`src/rtl/multi_toggle_det.sv`:
```
// Multi-channel synchronising edge detector with per-channel pulse and sticky flag.
// Define MULTI_TOGGLE_DET_COUNT_EN to build the saturating event counter.
module multi_toggle_det #(
  parameter int unsigned WIDTH       = 8,
  parameter int unsigned SYNC_STAGES = 2,
  parameter int unsigned CNT_W       = 8
) (
  input  logic             clk,
  input  logic             rst,
  input  logic [WIDTH-1:0] trigger,
  input  logic [1:0]       mode,
  input  logic [WIDTH-1:0] clear,
  input  logic             count_clr,
  output logic [WIDTH-1:0] toggle_pulse,
  output logic             any_pulse,
  output logic [WIDTH-1:0] sticky,
  output logic [CNT_W-1:0] event_count
);

  logic [SYNC_STAGES-1:0][WIDTH-1:0] sync_q;
  logic [WIDTH-1:0]                  prev_q;
  logic [WIDTH-1:0]                  sync_n;
  logic [WIDTH-1:0]                  rise;
  logic [WIDTH-1:0]                  fall;
  logic [WIDTH-1:0]                  pulse_d;
  logic [WIDTH-1:0]                  pulse_q;
  logic                              any_q;
  logic [WIDTH-1:0]                  sticky_d;
  logic [WIDTH-1:0]                  sticky_q;

  assign sync_n = sync_q[SYNC_STAGES-1];
  assign rise   = sync_n & ~prev_q;
  assign fall   = ~sync_n & prev_q;

  always_comb begin
    pulse_d = '0;
    unique case (mode)
      2'b01:   pulse_d = rise;
      2'b10:   pulse_d = fall;
      2'b11:   pulse_d = rise | fall;
      default: pulse_d = '0;
    endcase
  end

  // Set has priority over clear so a pulse is never lost to a concurrent clear.
  assign sticky_d = (sticky_q & ~clear) | pulse_q;

  always_ff @(posedge clk or posedge rst) begin
    if (rst) begin
      sync_q   <= '0;
      prev_q   <= '0;
      pulse_q  <= '0;
      any_q    <= 1'b0;
      sticky_q <= '0;
    end else begin
      sync_q   <= {sync_q[SYNC_STAGES-2:0], trigger};
      prev_q   <= sync_n;
      pulse_q  <= pulse_d;
      any_q    <= |pulse_d;
      sticky_q <= sticky_d;
    end
  end

  assign toggle_pulse = pulse_q;
  assign any_pulse    = any_q;
  assign sticky       = sticky_q;

`ifdef MULTI_TOGGLE_DET_COUNT_EN
  // Extra headroom bits hold count + popcount of up to 32 channels without overflow.
  localparam int unsigned SumW = CNT_W + 6;
  localparam logic [SumW-1:0] CntMax = SumW'({CNT_W{1'b1}});

  logic [CNT_W-1:0] count_q;
  logic [CNT_W-1:0] count_d;
  logic [SumW-1:0]  pop;
  logic [SumW-1:0]  sum;

  always_comb begin
    pop = '0;
    for (int i = 0; i < int'(WIDTH); i++) begin
      pop = pop + SumW'(pulse_q[i]);
    end
    sum = SumW'(count_q) + pop;
    if (count_clr) begin
      count_d = '0;
    end else if (sum > CntMax) begin
      count_d = {CNT_W{1'b1}};
    end else begin
      count_d = sum[CNT_W-1:0];
    end
  end

  always_ff @(posedge clk or posedge rst) begin
    if (rst) begin
      count_q <= '0;
    end else begin
      count_q <= count_d;
    end
  end

  assign event_count = count_q;
`else
  logic unused_count_clr;
  assign unused_count_clr = count_clr;
  assign event_count      = '0;
`endif

endmodule
```
`config.mk`:
```
export PLATFORM = sky130hd
export DESIGN_NAME = multi_toggle_det
export DESIGN_NICKNAME = d
export VERILOG_FILES = /design/src/rtl/multi_toggle_det.sv
export SDC_FILE = /design/constraint.sdc
export NUM_CORES = 1
export LEC_CHECK = 0
export CORE_MARGIN = 10
export CORE_UTILIZATION = 45
export DETAILED_ROUTE_END_ITERATION = 10
export PLACE_DENSITY = 0.86
export SLEW_MARGIN = 20
export SYNTH_ARGS = -nofsm -noshare
export SYNTH_HDL_FRONTEND = slang
export SYNTH_SLANG_ARGS = --single-unit
```
`constraint.sdc`:
```
create_clock -name clk -period 3.2 [get_ports clk]
set_input_delay 0.64 -clock clk [delete_from_list [all_inputs] [get_ports clk]]
set_output_delay 0.64 -clock clk [all_outputs]
set_load 0.01 [all_outputs]
```
## Word level (Yosys, flattened, before mapping)

Index checks and enable logic that the tools add are counted.

- Mux-type cells: 1
- Reductions and logical operators: 1
- Equality and inequality tests: 3
- Bitwise operators: 8

Operator list:

| operator | count |
|---|---|
| 8-bit AND | 3 |
| 8-bit NOT | 3 |
| 8-bit one-hot mux with 3 select lines | 1 |
| 8-bit bitwise OR | 2 |
| 8-bit OR reduction | 1 |
| 2-bit == test, second input constant | 2 |
| 2-bit by 1-bit == test with 1-bit output, second input constant | 1 |

- Output and inout bits: 25
- Word-level logic and storage cells: 19
- Flip-flop bits (word level): 41
- Bits of input ports: 21

## Depth between registers and ports, before layout

- Word-level depth: 5
- Mapped depth: 6
- Gate-level depth less buffers: 6

## Worst setup path after synthesis

OpenSTA, ideal clock, no wires.

- Path kind: input to register
- Start point: in mode[1]
- End point: reg any_q, in the netlist any_pulse
- Required time: 3.066 ns
- Setup time: 0.134 ns
- Arrival: 1.541 ns
- Stages: 6
- Setup slack: 1.525 ns
- Buffers on the path: 2
- Cell sequence: buf_2 > nor2b_2 > buf_6 > a32o_2 > nor4_2 > nand4bb_1

- Word-level cells in the longest chain between the ends: 3
- Elaborated cells between the ends (all ways): 5
- Those cells by class: 3 x eq/ne; 1 x mux; 1 x reduce/logical

RTL lines:

| what | RTL line | source |
|---|---|---|
| from (decl) | 11 | `input logic [1:0] mode,` |
| 2-bit == test / 2-bit by 1-bit == test with 1-bit output (equally long branches) | 37 | `unique case (mode)` |
| 8-bit one-hot mux with 3 select lines (*) | 37 |  |
| named net pulse_d[3] | 25 | `logic [WIDTH-1:0] pulse_d;` |
| 8-bit OR reduction (*) | 59 | `any_q <= \|pulse_d;` |
| to (signal assigned) | 59 |  |
| to (decl) | 27 | `logic any_q;` |

The timed path passes the listed nets; every way through them passes the cells marked *.

## Final worst setup path

- Start point: in mode[0]
- End point: reg any_q, in the netlist any_pulse

The elaborated chain is that of the path after synthesis.

==> qor.txt <==
Status = finished, final reports clean
#FFs+latches synth = 41
H-tree depth = 2
Port Buf Inserts = 36
I/O pin total = 46
Hold wc startpoint = sync_q[1]
Final WS setup = 0.980 ns
RSZ-0062 raised after global routing = no
Max stage delay on crit path = 0.67 ns
Critical Path RT = 3.36 ns
First-pass GRT wire length = 4.40 mm
Worst vdd ir = 213 uV
Crit path kind = in -> reg
Layout area overhead = 27.1%
PD cells = 497 mW/mm^2
Residual DRC = 0
TritonRoute pass-1 iters = 3
Routed vias = 982
Num rows = 22
Final setup viols = 0
Mapped Avg Cell Area = 12.9 sq um
Vias in the first global route = 1049
Multi-input logic area = 487 sq um
CTS tree = yes
Total power = 1.06 mW
Clk slew on worst S/H paths = 0.07 ns
Max Fanout on Critical Path = 16
Die H = 81.0 um
Antenna diode count = 0
Hold WC Path Type = reg -> reg
Period utilisation layout = 69.4%
Hold endpoint = sync_n[1]
Max stage delay cell, worst path = clkdlybuf4s50_1
CP Data Arrival Time = 2.38 ns
Max Root-Sink Buffers = 2
FMAX = 450 MHz
Worst R2R Setup Slack = 1.52 ns
LEAKAGE = 1.10 nW
Max-Cap Viols = 0
Core area = 0.00363 sq mm
Relative slew margins = 65.5%
Via/cell ratio = 4.50
Sequential Area = 0.00103 sq mm
Final wirelength = 2.77 mm
Chip width = 81.0 um
Crit start category = input pin
Post-synthesis cell area = 0.00167 sq mm
Root buffer cell = clkbuf_8
Placer Congestion = 0.724
Commonest cells after routing, fill and taps aside = dfrtp_1, clkdlybuf4s50_1, inv_1
Routed len/inst = 12.7 um
Setup crit end kind = register
Nets@finish = 207
Netlist cell types = 21
Hold Crit Depth = 0
Yosys warning count = 0
Worst slew pin tran = 0.515 ns
Initial antenna violation count = 0
Remaining antenna violation count = 0
Largest net degree at the start of global routing = 42
Clk_lat worst skew = 0.28 ns
Drt initial violations = 22
Clock skew = 0.00470 ns
Num Clock Sinks = 41
PostCTS Resize Cnt = 0
R2r startpoint = sync_n[1]
Critical path, cell by cell = clkdlybuf4s50_1 -> or2_1 -> a32o_2 -> nor4_2 -> nand4bb_1
Count of pins over their slew limit = 0
Die area = 0.00655 sq mm
Dpl hpwl = 2.22 mm
Reg2reg end = any_pulse
CTS Buf Count = 5
Dpl cell area = 0.00204 sq mm
Synth Instances = 130
Fraction of layout cells with a size suffix above 1 = 8.24%
Design area = 0.00212 sq mm
Setup TNS = 0 ns
GRT overflow = 0
Most common cell after layout, fill and taps aside = dfrtp_1
Pre-CTS setup slack = 0.688 ns
Minimum clock period = 2.22 ns
Setup bufs post-CTS = 0
Reg2Reg Depth = 6
FILL cells = 308
Part of the Yosys area used for sequential elements = 61.4%
Total track usage = 8.75%
# hold bufs at CTS = 0
Initial Utilization = 46.0%
Final Hold Viols = 0
==> cells in the mapped netlist <==
| cell | instances | area, sq um |
|---|---|---|
| a21o_1 | 8 | 60.1 |
| a21oi_1 | 1 | 5.00 |
| a22o_1 | 2 | 17.5 |
| a32o_1 | 5 | 50.1 |
| a32o_2 | 1 | 11.3 |
| buf_2 | 1 | 5.00 |
| buf_4 | 8 | 60.1 |
| buf_6 | 2 | 22.5 |
| conb_1 | 1 | 3.75 |
| dfrtp_1 | 41 | 1030 |
| ha_1 | 16 | 200 |
| inv_1 | 26 | 97.6 |
| mux2i_1 | 1 | 10.0 |
| nand2_1 | 5 | 18.8 |
| nand2_2 | 1 | 6.26 |
| nand4bb_1 | 1 | 11.3 |
| nor2_1 | 2 | 7.51 |
| nor2b_2 | 1 | 8.76 |
| nor4_2 | 1 | 12.5 |
| or2_1 | 3 | 18.8 |
| or2_2 | 3 | 18.8 |
==> worst max-delay path by stage <==
stage	start	to	slack (ns)	depth (start not counted)
2_1_floorplan	mode[1]	any_pulse	1.52	6
3_3_place_gp	mode[0]	any_pulse	0.76	5
3_5_place_dp	mode[0]	any_pulse	0.69	5
4_1_cts	mode[0]	any_pulse	0.99	5
5_1_grt	mode[0]	any_pulse	0.87	5
6_report	mode[0]	any_pulse	0.98	5
==> critical path, delay by kind of cell <==
| kind | cells | cell delay (ns) |
|---|---|---|
| AND/OR/NAND/NOR | 3 | 0.77 |
| AO/OA/AOI/OAI | 1 | 0.30 |
| buffers and inverters | 1 | 0.67 |
==> layout make-up <==
| class | instances | share of cell area (%) |
|---|---|---|
| Timing Repair Buffer | 37 | 17.3 |
| Tap cell | 48 | 2.83 |
| Inverter | 26 | 4.59 |
| Sequential cell | 41 | 48.3 |
| Multi-Input combinational cell | 59 | 22.9 |
| Clock buffer | 7 | 4.06 |
==> layer usage <==
layer,global-route usage (%),up-vias,share of wire (%)
li1,-,473,-
met1,7.76,463,37
met2,15.5,38,48
met3,4.86,8,13
met4,4.67,0,1.9
met5,0,-,0
==> registers in the layout, summed over array words and instances (netlist names) <==
| signal | flops |
|---|---|
| any_pulse | 1 |
| prev_q | 8 |
| sticky | 8 |
| sync_n | 8 |
| sync_q | 8 |
| toggle_pulse | 8 |
==> cell families (layout without fill, tap and decap cells) <==
family	count (synthesis)	count (layout)	synth area share (%)
buffers and inverters	37	70	11.1
adder cells (fa/ha/maj)	16	16	12.0
AO/OA/AOI/OAI	17	17	8.61
flip-flops	41	41	61.4
multiplexers	1	1	0.599
AND/OR/NAND/NOR	17	17	6.14
other	1	8	0.224
==> per-stage QoR <==
| stage | util (%) | hold WS, ns | cells |
|---|---|---|---|
| after CTS | 58.5 | 0.350 | 218 |
| after global routing | 58.5 | 0.354 | 218 |
| after detailed placement | 56.1 | 0.335 | 211 |
| after global placement | 56.1 | 0.332 | 211 |
| after floorplan | - | 0.331 | 137 |
| final | 58.5 | 0.349 | 218 |
==> power breakdown <==
part	total [mW]	switching, mW	internal [mW]
sequential	0.576	0.0193	0.556
combinational	0.158	0.0684	0.0901
clock	0.322	0.151	0.171
Note: power is estimated with default switching activity, not from simulation.
